===== src/rtl/eh2_exu_flush_arb_pkg.sv =====
// Shared types for the EXU flush arbiter: BP-update packet layout and the predict packet from the ALU stages.
// Also holds thread/queue sizing and small packing/saturation helpers.
package eh2_exu_flush_arb_pkg;

    localparam int NUM_THREADS   = 2;
    localparam int TID_W         = 1;
    localparam int EH2_BPQ_DEPTH = 4;

    typedef struct packed {
        logic       misp;
        logic       ataken;
        logic [1:0] hist;
    } eh2_predict_pkt_t;

    typedef struct packed {
        logic [TID_W-1:0] tid;
        logic [31:1]      pc;
        logic             misp;
        logic             ataken;
        logic [1:0]       hist;
    } eh2_bp_upd_pkt_t;

    function automatic eh2_bp_upd_pkt_t mk_upd(logic [TID_W-1:0] tid, logic [31:1] pc,
                                               eh2_predict_pkt_t p);
        eh2_bp_upd_pkt_t r;
        r.tid    = tid;
        r.pc     = pc;
        r.misp   = p.misp;
        r.ataken = p.ataken;
        r.hist   = p.hist;
        return r;
    endfunction

    function automatic logic [7:0] sat_add8(logic [7:0] a, logic [1:0] b);
        logic [8:0] s;
        s = {1'b0, a} + {7'd0, b};
        return s[8] ? 8'hFF : s[7:0];
    endfunction

endpackage


===== src/rtl/eh2_exu_flush_arb_if.sv =====
// Bundle between the two ALU control stages, the flush consumers and the BP-update port.
// master drives pipe results and the BP ready; slave is the arbiter.
interface eh2_exu_flush_arb_if;
    import eh2_exu_flush_arb_pkg::*;

    logic [NUM_THREADS-1:0]        dec_tlu_flush;
    logic [NUM_THREADS-1:0]        i0_flush_upper;
    logic [31:1]                   i0_flush_path;
    logic                          i0_br_valid;
    logic [TID_W-1:0]              i0_tid;
    logic [31:1]                   i0_pc;
    eh2_predict_pkt_t              i0_pkt;
    logic [NUM_THREADS-1:0]        i1_flush_upper;
    logic [31:1]                   i1_flush_path;
    logic                          i1_br_valid;
    logic [TID_W-1:0]              i1_tid;
    logic [31:1]                   i1_pc;
    eh2_predict_pkt_t              i1_pkt;
    logic [NUM_THREADS-1:0]        exu_flush_final;
    logic [NUM_THREADS-1:0][31:1]  exu_flush_path;
    logic                          bpu_upd_valid;
    logic                          bpu_upd_ready;
    eh2_bp_upd_pkt_t               bpu_upd_pkt;
    logic [7:0]                    bpq_drop_cnt;

    modport master (
        output dec_tlu_flush, i0_flush_upper, i0_flush_path, i0_br_valid, i0_tid, i0_pc, i0_pkt,
               i1_flush_upper, i1_flush_path, i1_br_valid, i1_tid, i1_pc, i1_pkt, bpu_upd_ready,
        input  exu_flush_final, exu_flush_path, bpu_upd_valid, bpu_upd_pkt, bpq_drop_cnt
    );

    modport slave (
        input  dec_tlu_flush, i0_flush_upper, i0_flush_path, i0_br_valid, i0_tid, i0_pc, i0_pkt,
               i1_flush_upper, i1_flush_path, i1_br_valid, i1_tid, i1_pc, i1_pkt, bpu_upd_ready,
        output exu_flush_final, exu_flush_path, bpu_upd_valid, bpu_upd_pkt, bpq_drop_cnt
    );

endinterface


===== src/rtl/eh2_exu_flush_arb_bpq.sv =====
// 2-write/1-read circular queue of BP updates; writes land at the next edge, head is combinational.
// Caller must never push more than free_cnt; free_cnt already credits a same-cycle pop.
module eh2_exu_bpq
    import eh2_exu_flush_arb_pkg::*;
#(
    parameter int DEPTH = EH2_BPQ_DEPTH
) (
    input  logic                       clk,
    input  logic                       rst,
    input  logic [1:0]                 push_cnt,
    input  eh2_bp_upd_pkt_t            push_dat0,
    input  eh2_bp_upd_pkt_t            push_dat1,
    input  logic                       pop,
    output logic                       head_vld,
    output eh2_bp_upd_pkt_t            head_dat,
    output logic [$clog2(DEPTH):0]     free_cnt
);
    localparam int PW = $clog2(DEPTH);
    localparam int CW = PW + 1;

    eh2_bp_upd_pkt_t mem [DEPTH];
    logic [PW-1:0]   wp;
    logic [PW-1:0]   rp;
    logic [CW-1:0]   count;
    logic            pop_ok;

    assign head_vld = (count != '0);
    assign pop_ok   = pop & head_vld;
    assign head_dat = head_vld ? mem[rp] : '0;
    assign free_cnt = CW'(DEPTH) - count + CW'(pop_ok);

    always_ff @(posedge clk or posedge rst) begin
        if (rst) begin
            wp    <= '0;
            rp    <= '0;
            count <= '0;
            for (int i = 0; i < DEPTH; i++) mem[i] <= '0;
        end else begin
            if (push_cnt != 2'd0) mem[wp] <= push_dat0;
            if (push_cnt == 2'd2) mem[wp + PW'(1)] <= push_dat1;
            wp    <= wp + PW'(push_cnt);
            rp    <= rp + PW'(pop_ok);
            count <= count + CW'(push_cnt) - CW'(pop_ok);
        end
    end

endmodule


===== src/rtl/eh2_exu_flush_arb.sv =====
// Merges pipe-0/pipe-1 upper flushes into one registered per-thread flush (1 cycle, i0 wins) and
// queues resolved branches for the BP; refused enqueues are counted, BP stalls via bpu_upd_ready.
module eh2_exu_flush_arb
    import eh2_exu_flush_arb_pkg::*;
#(
    parameter int BPQ_DEPTH = EH2_BPQ_DEPTH
) (
    input  logic                 clk,
    input  logic                 rst,
    eh2_exu_flush_arb_if.slave   bus
);
    localparam int CW = $clog2(BPQ_DEPTH) + 1;

    logic [NUM_THREADS-1:0]       shadow;
    logic [NUM_THREADS-1:0]       hit;
    logic [NUM_THREADS-1:0][31:1] path_sel;

    // i1 only matters when i0 is quiet, so raw0|raw1 reduces to the OR of both pipes.
    always_comb begin
        hit      = '0;
        path_sel = '0;
        for (int t = 0; t < NUM_THREADS; t++) begin
            hit[t]      = ~(bus.dec_tlu_flush[t] | shadow[t])
                        & (bus.i0_flush_upper[t] | bus.i1_flush_upper[t]);
            path_sel[t] = bus.i0_flush_upper[t] ? bus.i0_flush_path : bus.i1_flush_path;
        end
    end

    always_ff @(posedge clk or posedge rst) begin
        if (rst) begin
            bus.exu_flush_final <= '0;
            bus.exu_flush_path  <= '0;
            shadow              <= '0;
        end else begin
            bus.exu_flush_final <= hit;
            shadow              <= hit;
            for (int t = 0; t < NUM_THREADS; t++)
                if (hit[t]) bus.exu_flush_path[t] <= path_sel[t];
        end
    end

    logic            e0, e1, acc0, acc1, pop;
    logic [CW-1:0]   free_cnt;
    logic [1:0]      push_cnt, n_drop;
    eh2_bp_upd_pkt_t pkt0, pkt1, push_dat0;

    assign e0 = bus.i0_br_valid & ~bus.dec_tlu_flush[bus.i0_tid] & ~shadow[bus.i0_tid];
    // A same-thread i0 redirect makes the younger i1 branch wrong-path.
    assign e1 = bus.i1_br_valid & ~bus.dec_tlu_flush[bus.i1_tid] & ~shadow[bus.i1_tid]
              & ~((bus.i0_tid == bus.i1_tid) & bus.i0_flush_upper[bus.i0_tid]);

    assign pop       = bus.bpu_upd_valid & bus.bpu_upd_ready;
    assign acc0      = e0 & (free_cnt != '0);
    assign acc1      = e1 & (free_cnt > CW'(acc0));
    assign push_cnt  = {1'b0, acc0} + {1'b0, acc1};
    assign n_drop    = {1'b0, e0 & ~acc0} + {1'b0, e1 & ~acc1};
    assign pkt0      = mk_upd(bus.i0_tid, bus.i0_pc, bus.i0_pkt);
    assign pkt1      = mk_upd(bus.i1_tid, bus.i1_pc, bus.i1_pkt);
    assign push_dat0 = acc0 ? pkt0 : pkt1;

    always_ff @(posedge clk or posedge rst) begin
        if (rst) bus.bpq_drop_cnt <= '0;
        else     bus.bpq_drop_cnt <= sat_add8(bus.bpq_drop_cnt, n_drop);
    end

    eh2_exu_bpq #(.DEPTH(BPQ_DEPTH)) u_bpq (
        .clk       (clk),
        .rst       (rst),
        .push_cnt  (push_cnt),
        .push_dat0 (push_dat0),
        .push_dat1 (pkt1),
        .pop       (pop),
        .head_vld  (bus.bpu_upd_valid),
        .head_dat  (bus.bpu_upd_pkt),
        .free_cnt  (free_cnt)
    );

endmodule


===== src/flat_wrapper.sv =====
// flat-port wrapper written by rule: the top's interface ports become plain ports
module eh2_exu_flush_arb_flat import eh2_exu_flush_arb_pkg::*;
#(
    parameter int BPQ_DEPTH = EH2_BPQ_DEPTH
)
  (clk, rst, bus_dec_tlu_flush, bus_i0_flush_upper, bus_i0_flush_path, bus_i0_br_valid, bus_i0_tid, bus_i0_pc, bus_i0_pkt, bus_i1_flush_upper, bus_i1_flush_path, bus_i1_br_valid, bus_i1_tid, bus_i1_pc, bus_i1_pkt, bus_bpu_upd_ready, bus_exu_flush_final, bus_exu_flush_path, bus_bpu_upd_valid, bus_bpu_upd_pkt, bus_bpq_drop_cnt);
  eh2_exu_flush_arb_if bus_i ();
  input  logic clk;
  input  logic rst;
  input wire logic [$bits(bus_i.dec_tlu_flush)-1:0] bus_dec_tlu_flush;
  input wire logic [$bits(bus_i.i0_flush_upper)-1:0] bus_i0_flush_upper;
  input wire logic [$bits(bus_i.i0_flush_path)-1:0] bus_i0_flush_path;
  input wire logic [$bits(bus_i.i0_br_valid)-1:0] bus_i0_br_valid;
  input wire logic [$bits(bus_i.i0_tid)-1:0] bus_i0_tid;
  input wire logic [$bits(bus_i.i0_pc)-1:0] bus_i0_pc;
  input wire logic [$bits(bus_i.i0_pkt)-1:0] bus_i0_pkt;
  input wire logic [$bits(bus_i.i1_flush_upper)-1:0] bus_i1_flush_upper;
  input wire logic [$bits(bus_i.i1_flush_path)-1:0] bus_i1_flush_path;
  input wire logic [$bits(bus_i.i1_br_valid)-1:0] bus_i1_br_valid;
  input wire logic [$bits(bus_i.i1_tid)-1:0] bus_i1_tid;
  input wire logic [$bits(bus_i.i1_pc)-1:0] bus_i1_pc;
  input wire logic [$bits(bus_i.i1_pkt)-1:0] bus_i1_pkt;
  input wire logic [$bits(bus_i.bpu_upd_ready)-1:0] bus_bpu_upd_ready;
  output wire logic [$bits(bus_i.exu_flush_final)-1:0] bus_exu_flush_final;
  output wire logic [$bits(bus_i.exu_flush_path)-1:0] bus_exu_flush_path;
  output wire logic [$bits(bus_i.bpu_upd_valid)-1:0] bus_bpu_upd_valid;
  output wire logic [$bits(bus_i.bpu_upd_pkt)-1:0] bus_bpu_upd_pkt;
  output wire logic [$bits(bus_i.bpq_drop_cnt)-1:0] bus_bpq_drop_cnt;
  assign bus_i.dec_tlu_flush = bus_dec_tlu_flush;
  assign bus_i.i0_flush_upper = bus_i0_flush_upper;
  assign bus_i.i0_flush_path = bus_i0_flush_path;
  assign bus_i.i0_br_valid = bus_i0_br_valid;
  assign bus_i.i0_tid = bus_i0_tid;
  assign bus_i.i0_pc = bus_i0_pc;
  assign bus_i.i0_pkt = bus_i0_pkt;
  assign bus_i.i1_flush_upper = bus_i1_flush_upper;
  assign bus_i.i1_flush_path = bus_i1_flush_path;
  assign bus_i.i1_br_valid = bus_i1_br_valid;
  assign bus_i.i1_tid = bus_i1_tid;
  assign bus_i.i1_pc = bus_i1_pc;
  assign bus_i.i1_pkt = bus_i1_pkt;
  assign bus_i.bpu_upd_ready = bus_bpu_upd_ready;
  assign bus_exu_flush_final = bus_i.exu_flush_final;
  assign bus_exu_flush_path = bus_i.exu_flush_path;
  assign bus_bpu_upd_valid = bus_i.bpu_upd_valid;
  assign bus_bpu_upd_pkt = bus_i.bpu_upd_pkt;
  assign bus_bpq_drop_cnt = bus_i.bpq_drop_cnt;
  eh2_exu_flush_arb #(.BPQ_DEPTH(BPQ_DEPTH)) u_core (.clk(clk), .rst(rst), .bus(bus_i));
endmodule

===== config.mk =====
export PLATFORM = sky130hd
export DESIGN_NAME = eh2_exu_flush_arb_flat
export DESIGN_NICKNAME = d
export VERILOG_FILES = /design/src/rtl/eh2_exu_flush_arb_pkg.sv /design/src/rtl/eh2_exu_flush_arb_if.sv /design/src/rtl/eh2_exu_flush_arb_bpq.sv /design/src/rtl/eh2_exu_flush_arb.sv /design/src/flat_wrapper.sv
export SDC_FILE = /design/constraint.sdc
export NUM_CORES = 1
export LEC_CHECK = 0
export ABC_CLOCK_PERIOD_IN_PS = 11500
export CORE_ASPECT_RATIO = 0.9
export CORE_MARGIN = 2
export CORE_UTILIZATION = 31
export DETAILED_ROUTE_END_ITERATION = 6
export GPL_ROUTABILITY_DRIVEN = 0
export SLEW_MARGIN = 0
export SYNTH_ARGS = -nofsm -noshare
export SYNTH_HDL_FRONTEND = slang
export SYNTH_HIERARCHICAL = 1
export SYNTH_SLANG_ARGS = --single-unit

===== constraint.sdc =====
create_clock -name clk -period 11.5 [get_ports clk]
set_input_delay 1.15 -clock clk [delete_from_list [all_inputs] [get_ports clk]]
set_output_delay 1.15 -clock clk [all_outputs]
set_load 0.05 [all_outputs]

==> Word level (Yosys, flattened, before mapping) <==
Index checks and enable logic that the tools add are counted.
{ "op_classes": {"n_eq_ne": 2, "mux": 26, "bitwise": 30, "n_lt_le_gt_ge": 8, "add_sub_neg": 10, "reduce_logical": 5} }
{ "ops": {"columns": ["operator", "count"], "rows": [
  ["$bwmux 144", 2],
  ["$mux 144", 2],
  ["$mux 36", 6],
  ["$demux 36 s2", 2],
  ["$bmux 36 s2", 1],
  ["$mux 31", 2],
  ["$and 1x1->1", 14],
  ["$mux 1", 10],
  ["$add 8x2->9", 1],
  ["$ge 3x3->1 const B", 3],
  ["$not 1->1", 9],
  ["$not 2->3", 3],
  ["$mux 8", 1],
  ["$lt 3x1->1 const B", 2],
  ["$reduce_bool 3->1", 2],
  ["$add 1x1->2", 2],
  ["$lt 1x2->1 const B", 2],
  ["$or 1x1->1", 4],
  ["$add 3x1->3", 1],
  ["$add 3x2->3", 1],
  ["$gt 3x1->1", 1],
  ["$sub 3x1->3", 1],
  ["$sub 3x3->3 const A", 1],
  ["$add 2x1->2", 1],
  ["other kinds (6)", 7]
]} }
{ "word_totals": {"wordCells": 108, "ff_bits": 223, "out_inout_bits": 109, "inputBits": 145} }

==> Logic depth before layout (Yosys ltp) <==
{ "depth": {"depth_word": 13, "depth_mapped": 23, "mapped_depth_nobuf": 20} }

==> Hierarchy <==
Netlist, hierarchy kept.
{ "by_module_without_submodules": {"columns": ["module", "n_inst", "area_each_um2", "seq_area_each_um2", "cells_per_inst"], "rows": [
  ["eh2_exu_bpq", 1, 8410.6, 3778.6, 892],
  ["eh2_exu_flush_arb", 1, 4086.4, 1801.7, 301]
]} }

==> Worst setup path after synthesis <==
OpenSTA, ideal clock, no wires.
{ "synth_timing": {"path_kind": "register to register", "startpoint": "reg u_core.u_bpq.count[2]", "endpoint": "reg u_core.u_bpq.count[2]", "setup_ps": 80, "stages_incl_launch_ff": 24, "period_less_slack_ps": 5079, "t_arrival_ps": 4999, "slack_ps": 6421, "required_ps": 11420, "n_path_buf": 3, "cell_sequence": "dfrtp_1 > or3_1 > clkbuf_1 > and2_1 > nand2_1 > ha_1 > inv_1 > ha_1 > xor2_1 > o31a_1 > o21ai_4 > clkbuf_8 > inv_1 > ha_1 > or2_2 > a221oi_1 > ha_1 > buf_4 > inv_1 > ha_1 > inv_1 > fa_1 > xnor2_1 > xnor2_1"} }
{ "synth_via": {"elab_chain_cells": 11, "word_cells_on_any_way": 12, "classes_between": "add/sub: 5; order compare: 1; bitwise: 4; reduce/logical: 2"} }
{ "synth_lines": {"columns": ["item", "line_no", "rtl"], "rows": [
  ["start: declaration", "eh2_exu_flush_arb_bpq.sv:24", "logic [CW-1:0] count;"],
  ["start signal: assignment", "eh2_exu_flush_arb_bpq.sv:43", "count <= count + CW'(push_cnt) - CW'(pop_ok);"],
  ["$reduce_bool 3->1 *", "eh2_exu_flush_arb_bpq.sv:27", "assign head_vld = (count != '0);"],
  ["named net bus_bpu_upd_valid", "flat_wrapper.sv:26", "output wire logic [$bits(bus_i.bpu_upd_valid)-1:0] bus_bpu_upd_valid;"],
  ["$and 1x1->1 *", "eh2_exu_flush_arb.sv:52", "assign pop = bus.bpu_upd_valid & bus.bpu_upd_ready;"],
  ["named net u_core.pop", "eh2_exu_flush_arb.sv:42", "logic e0, e1, acc0, acc1, pop;"],
  ["$and 1x1->1 *", "eh2_exu_flush_arb_bpq.sv:28", "assign pop_ok = pop & head_vld;"],
  ["$add 3x1->3 *", "eh2_exu_flush_arb_bpq.sv:30", "assign free_cnt = CW'(DEPTH) - count + CW'(pop_ok);"],
  ["named net u_core.free_cnt[2]", "eh2_exu_flush_arb.sv:43", "logic [CW-1:0] free_cnt;"],
  ["$reduce_bool 3->1", "eh2_exu_flush_arb.sv:53", "assign acc0 = e0 & (free_cnt != '0);"],
  ["$and 1x1->1", "eh2_exu_flush_arb.sv:53", null],
  ["$gt 3x1->1", "eh2_exu_flush_arb.sv:54", "assign acc1 = e1 & (free_cnt > CW'(acc0));"],
  ["$and 1x1->1", "eh2_exu_flush_arb.sv:54", null],
  ["$add 1x1->2 *", "eh2_exu_flush_arb.sv:55", "assign push_cnt = {1'b0, acc0} + {1'b0, acc1};"],
  ["named net u_core.push_cnt[1]", "eh2_exu_flush_arb.sv:44", "logic [1:0] push_cnt, n_drop;"],
  ["$add 3x2->3 *", "eh2_exu_flush_arb_bpq.sv:43", null],
  ["$sub 3x1->3 *", "eh2_exu_flush_arb_bpq.sv:43", null]
]} }
Mark *: on every way through the listed nets, which the timed path passes. The rest lies on a longest branch.
A chain may end at the register's enable or synchronous reset.

==> Worst setup path in the final report <==
{ "layout_timing": {"startpoint": "reg u_core.u_bpq.count[2]", "endpoint": "reg u_core/u_bpq/mem[119] (netlist name)"} }
{ "layout_via": {"elab_chain_cells": 13, "word_cells_on_any_way": 17, "classes_between": "add/sub: 3; order compare: 1; eq/ne: 1; mux: 5; bitwise: 4; reduce/logical: 3"} }
{ "layout_lines": {"columns": ["item", "line_no", "rtl"], "rows": [
  ["$reduce_bool 3->1 *", "eh2_exu_flush_arb_bpq.sv:27", null],
  ["$and 1x1->1 *", "eh2_exu_flush_arb.sv:52", null],
  ["named net u_core.pop", "eh2_exu_flush_arb.sv:42", null],
  ["$and 1x1->1 *", "eh2_exu_flush_arb_bpq.sv:28", null],
  ["$add 3x1->3 *", "eh2_exu_flush_arb_bpq.sv:30", null],
  ["named net u_core.free_cnt[2]", "eh2_exu_flush_arb.sv:43", null],
  ["$reduce_bool 3->1", "eh2_exu_flush_arb.sv:53", null],
  ["$and 1x1->1", "eh2_exu_flush_arb.sv:53", null],
  ["$gt 3x1->1", "eh2_exu_flush_arb.sv:54", null],
  ["$and 1x1->1", "eh2_exu_flush_arb.sv:54", null],
  ["$add 1x1->2 *", "eh2_exu_flush_arb.sv:55", null],
  ["named net u_core.push_cnt[1]", "eh2_exu_flush_arb.sv:44", null],
  ["$reduce_bool 2->1", "eh2_exu_flush_arb_bpq.sv:39", "if (push_cnt != 2'd0) mem[wp] <= push_dat0;"],
  ["$mux 144", "eh2_exu_flush_arb_bpq.sv:39", null],
  ["$bwmux 144", "eh2_exu_flush_arb_bpq.sv:40", "if (push_cnt == 2'd2) mem[wp + PW'(1)] <= push_dat1;"],
  ["$mux 144 *", "eh2_exu_flush_arb_bpq.sv:40", null],
  ["end signal: indexed assignment", "eh2_exu_flush_arb_bpq.sv:39", null],
  ["end signal: indexed assignment", "eh2_exu_flush_arb_bpq.sv:40", null],
  ["end: declaration", "eh2_exu_flush_arb_bpq.sv:21", "eh2_bp_upd_pkt_t mem [DEPTH];"]
]} }
Marked as above.

==> results.yml <==
worst_setup_path:
  cpMostUsedCell: "ha_1"
  cp.depth: 19
  cp-start-kind: "register"
  crit_family: "compound AO/OA/AOI/OAI gates"
  worstSetupEndpointType: "register"
  critPathSlowestCell: "buf_4"
  cp.buffers_inverters: 4
  cpPeakStageDelay_ns: 0.64
  critical_path_class: "register to register"
  rr_startpoint: "u_core/u_bpq/count[2]$_DFF_PP0_"
  setup.worst_path.start: "u_core/u_bpq/count[2]$_DFF_PP0_"
  ff2ff_path_depth: 19
  cp.arrival_ns: 6.59
  worstPathRequired_ns: 11.98
  timing.rr.end: "u_core/u_bpq/mem[119]$_DFF_PP0_"
  crit_end: "u_core/u_bpq/mem[119]$_DFF_PP0_"
  critical_path.cell_chain: "or3_1 > and2_1 > nand2_1 > ha_1 > inv_1 > ha_1 > xor2_1 > o31a_1 > o21ai_4 > buf_4 > inv_1 > ha_1 > or2_2 > a221oi_1 > ha_1 > o21ba_2 > buf_4 > nand3_1 > a31oi_1"
  ff2ff_setup_slack_ns: 5.40
  crit_fanout: 54
routing:
  wire_per_inst_um: 20.5
  drtIter0Drc: 905
  dr_total_vias: 10400
  dr.pass1.iters: 7
  drcViolationCount: 0
  ant_nets: 0
  vias_per_cell: 5.39
  drt-total-wl_mm: 39.7
final_layout:
  final_util_pct: 40.9
  seqCellArea_um2: 5590
  multi_input_area_um2: 6340
  nFillCells: 3817
  layout.nets: 1537
  area_delta_synth_final_pct: 29.8
  drive_above_1_share_pct: 20.0
place:
  dp_slack_ns: 4.91
  hpwl_mm: 24.3
  port_buffers: 253
timing:
  worst_pin_slew_ns: 1.06
  slew_headroom_pct: 29.6
  min_period_ns: 6.10
  layout_setup_ws_ns: 5.40
  setup_viol: 0
  timing.hold.ws_ns: 0.505
  slew_viol_final: 0
  rsz0062_at_grt: "false"
  min_period_over_period_pct: 53.1
  fmax_mhz: 164
  setup-tns-final_ns: 0
  fin_skew_ns: 0.0279
  hold_viol_final: 0
yosys:
  syn_nets: 1348
  ys_seq_elements: 223
  yosys_warnings: 6
  synth_edf_count: 0
  async_reset_ff_share_pct: 100
  synth_area_um2: 12500
  ys_types: 47
  seq_area_frac_synth_pct: 44.7
  netlist_instances: 1193
  ys.flop_type: "dfrtp_1"
  avgSynthCellArea_um2: 10.5
grt:
  grt_overflow_total: 0
  grt_max_degree: 94
  grt_pass1_wl_mm: 62.4
  grt_pass1_vias: 10700
  grt_antenna_before_repair: 2
  track_usage_pct: 18.6
floorplan:
  die-width_um: 216
  coreArea_um2: 39600
  dieArea_um2: 41900
  io-pin-count: 254
  initial_core_util_pct: 31.5
  die_h_um: 194
  rows: 69
cts:
  cts_inserted_buffers: 27
  ctsHoldBuffers: 0
  clock_latency_ns: 0.57
  htree_levels: 1
  cts_max_path_buffers: 3
  cts_resized: 0
  cts_sinks: 223
  clockRootBuffer: "clkbuf_16"
  cts_tree: "built"
  postCtsSetupRepairBufs: 0
  clkSlewWorstSetupHoldPaths_ns: 0.06
run_status:
  status: "finished clean"
run:
  cap_violations: 0
power_and_ir_drop:
  p_leak_nw: 6.52
  fin_total_pwr_w: 0.00438
  powerDensity_nw_per_um2: 270
  vdd_drop_max_mv: 0.151
hold_path:
  hp-class: "register to register"
[power breakdown]
part | total [W] | leakage [nW] | switching (W) | internal (W)
clock network | 0.000874 | 0.446 | 0.000357 | 0.000517
registers | 0.00126 | 2.74 | 0.000178 | 0.00109
logic | 0.00224 | 3.34 | 0.00136 | 0.000881
total | 0.00438 | 6.52 | 0.00189 | 0.00248
[cells in the final DEF (no fill, tap or decap), types with 2 or more instances in the layout]
| cell | synthesis | routed |
|---|---|---|
| clkdlybuf4s50_1 | 0 | 253 |
| dfrtp_1 | 223 | 220 |
| mux2_2 | 161 | 161 |
| o21ai_0 | 145 | 145 |
| nand3_1 | 113 | 113 |
| nor2_1 | 111 | 111 |
| a31oi_1 | 110 | 110 |
| nand2_1 | 45 | 45 |
| mux2i_1 | 37 | 37 |
| and2_1 | 37 | 37 |
| mux4_2 | 36 | 36 |
| clkbuf_16 | 0 | 27 |
| buf_4 | 9 | 20 |
| inv_1 | 10 | 8 |
| ha_1 | 8 | 8 |
| clkbuf_1 | 65 | 7 |
| clkinv_2 | 0 | 7 |
| xnor2_1 | 7 | 7 |
| clkbuf_8 | 1 | 6 |
| bufinv_16 | 0 | 2 |
| nor3_4 | 0 | 2 |
| or2_2 | 2 | 2 |
| a211oi_1 | 2 | 2 |
| o21ai_4 | 1 | 2 |
| or3_1 | 2 | 2 |
| xor2_1 | 2 | 2 |
| nand2b_1 | 2 | 2 |
| fa_1 | 2 | 2 |
| dfrtp_2 | 0 | 2 |
[worst min-delay path by stage]
stage / from / to / slack, ns / cells past startpoint
2_1_floorplan: u_core/u_bpq/count[2]$_DFF_PP0_ / u_core/u_bpq/count[2]$_DFF_PP0_ / 0.48 / 1
3_3_place_gp: u_core/bus.exu_flush_path[26]$_DFFE_PP0P_ / u_core/bus.exu_flush_path[26]$_DFFE_PP0P_ / 0.49 / 1
3_5_place_dp: u_core/bus.exu_flush_path[43]$_DFFE_PP0P_ / u_core/bus.exu_flush_path[43]$_DFFE_PP0P_ / 0.50 / 1
4_1_cts: u_core/bus.exu_flush_path[4]$_DFFE_PP0P_ / u_core/bus.exu_flush_path[4]$_DFFE_PP0P_ / 0.51 / 1
5_1_grt: u_core/bus.exu_flush_path[4]$_DFFE_PP0P_ / u_core/bus.exu_flush_path[4]$_DFFE_PP0P_ / 0.52 / 1
6_report: u_core/bus.exu_flush_path[16]$_DFFE_PP0P_ / u_core/bus.exu_flush_path[16]$_DFFE_PP0P_ / 0.50 / 1
[synth_stat cells (9+ instances only)]
master	instances	share of area, %
mux2i_1	37	3.0
buf_2	26	1.0
nor2_1	111	3.3
nand2_1	45	1.4
mux4_2	36	6.5
a31oi_1	110	5.5
and2_1	37	1.9
inv_1	10	0.30
buf_4	9	0.54
nand3_1	113	4.5
o21ai_0	145	5.8
buf_6	12	1.1
clkbuf_1	65	2.0
mux2_2	161	15
dfrtp_1	223	45
[cell families after synthesis]
kind of cell             synth area share, %
AND/OR/NAND/NOR                         12.4
flip-flops                              44.7
adder cells (fa/ha/maj)                 1.12
XOR/XNOR                               0.631
multiplexers                            24.0
buffers and inverters                   5.06
AO/OA/AOI/OAI                           12.2
[state kept, by name, summed over array words and instances, names as in the netlist]
| signal | count |
|---|---|
| u_core/shadow | 2 |
| u_core/u_bpq/count | 3 |
| u_core/bus.bpq_drop_cnt | 8 |
| u_core/bus.exu_flush_path | 62 |
| u_core/u_bpq/rp | 2 |
| u_core/u_bpq/wp | 2 |
| u_core/u_bpq/mem | 144 |
[area by class of cell]
cell class	count	area share, %
Timing Repair Buffer	273	16.5
Sequential cell	223	34.4
Antenna cell	1	0.0154
Clock inverter	9	0.679
Inverter	11	0.293
Clock buffer	40	4.84
Multi-Input combinational cell	846	39.1
Tap cell	532	4.10
[per-layer routing]
metal  GRT usage, %  wire [µm]
met5              0         10
met4           5.24        910
met3           7.15       4620
met2           28.9      17800
met1           24.1      16400
[stage by stage]
stage / cell area [µm²] / std cells
after floorplan: 12500 / 1193
after global placement: 15300 / 1885
after detailed placement: 15300 / 1885
after CTS: 16200 / 1934
after global routing: 16200 / 1934
final: 16200 / 1935
Note: power is estimated with default switching activity, not from simulation.
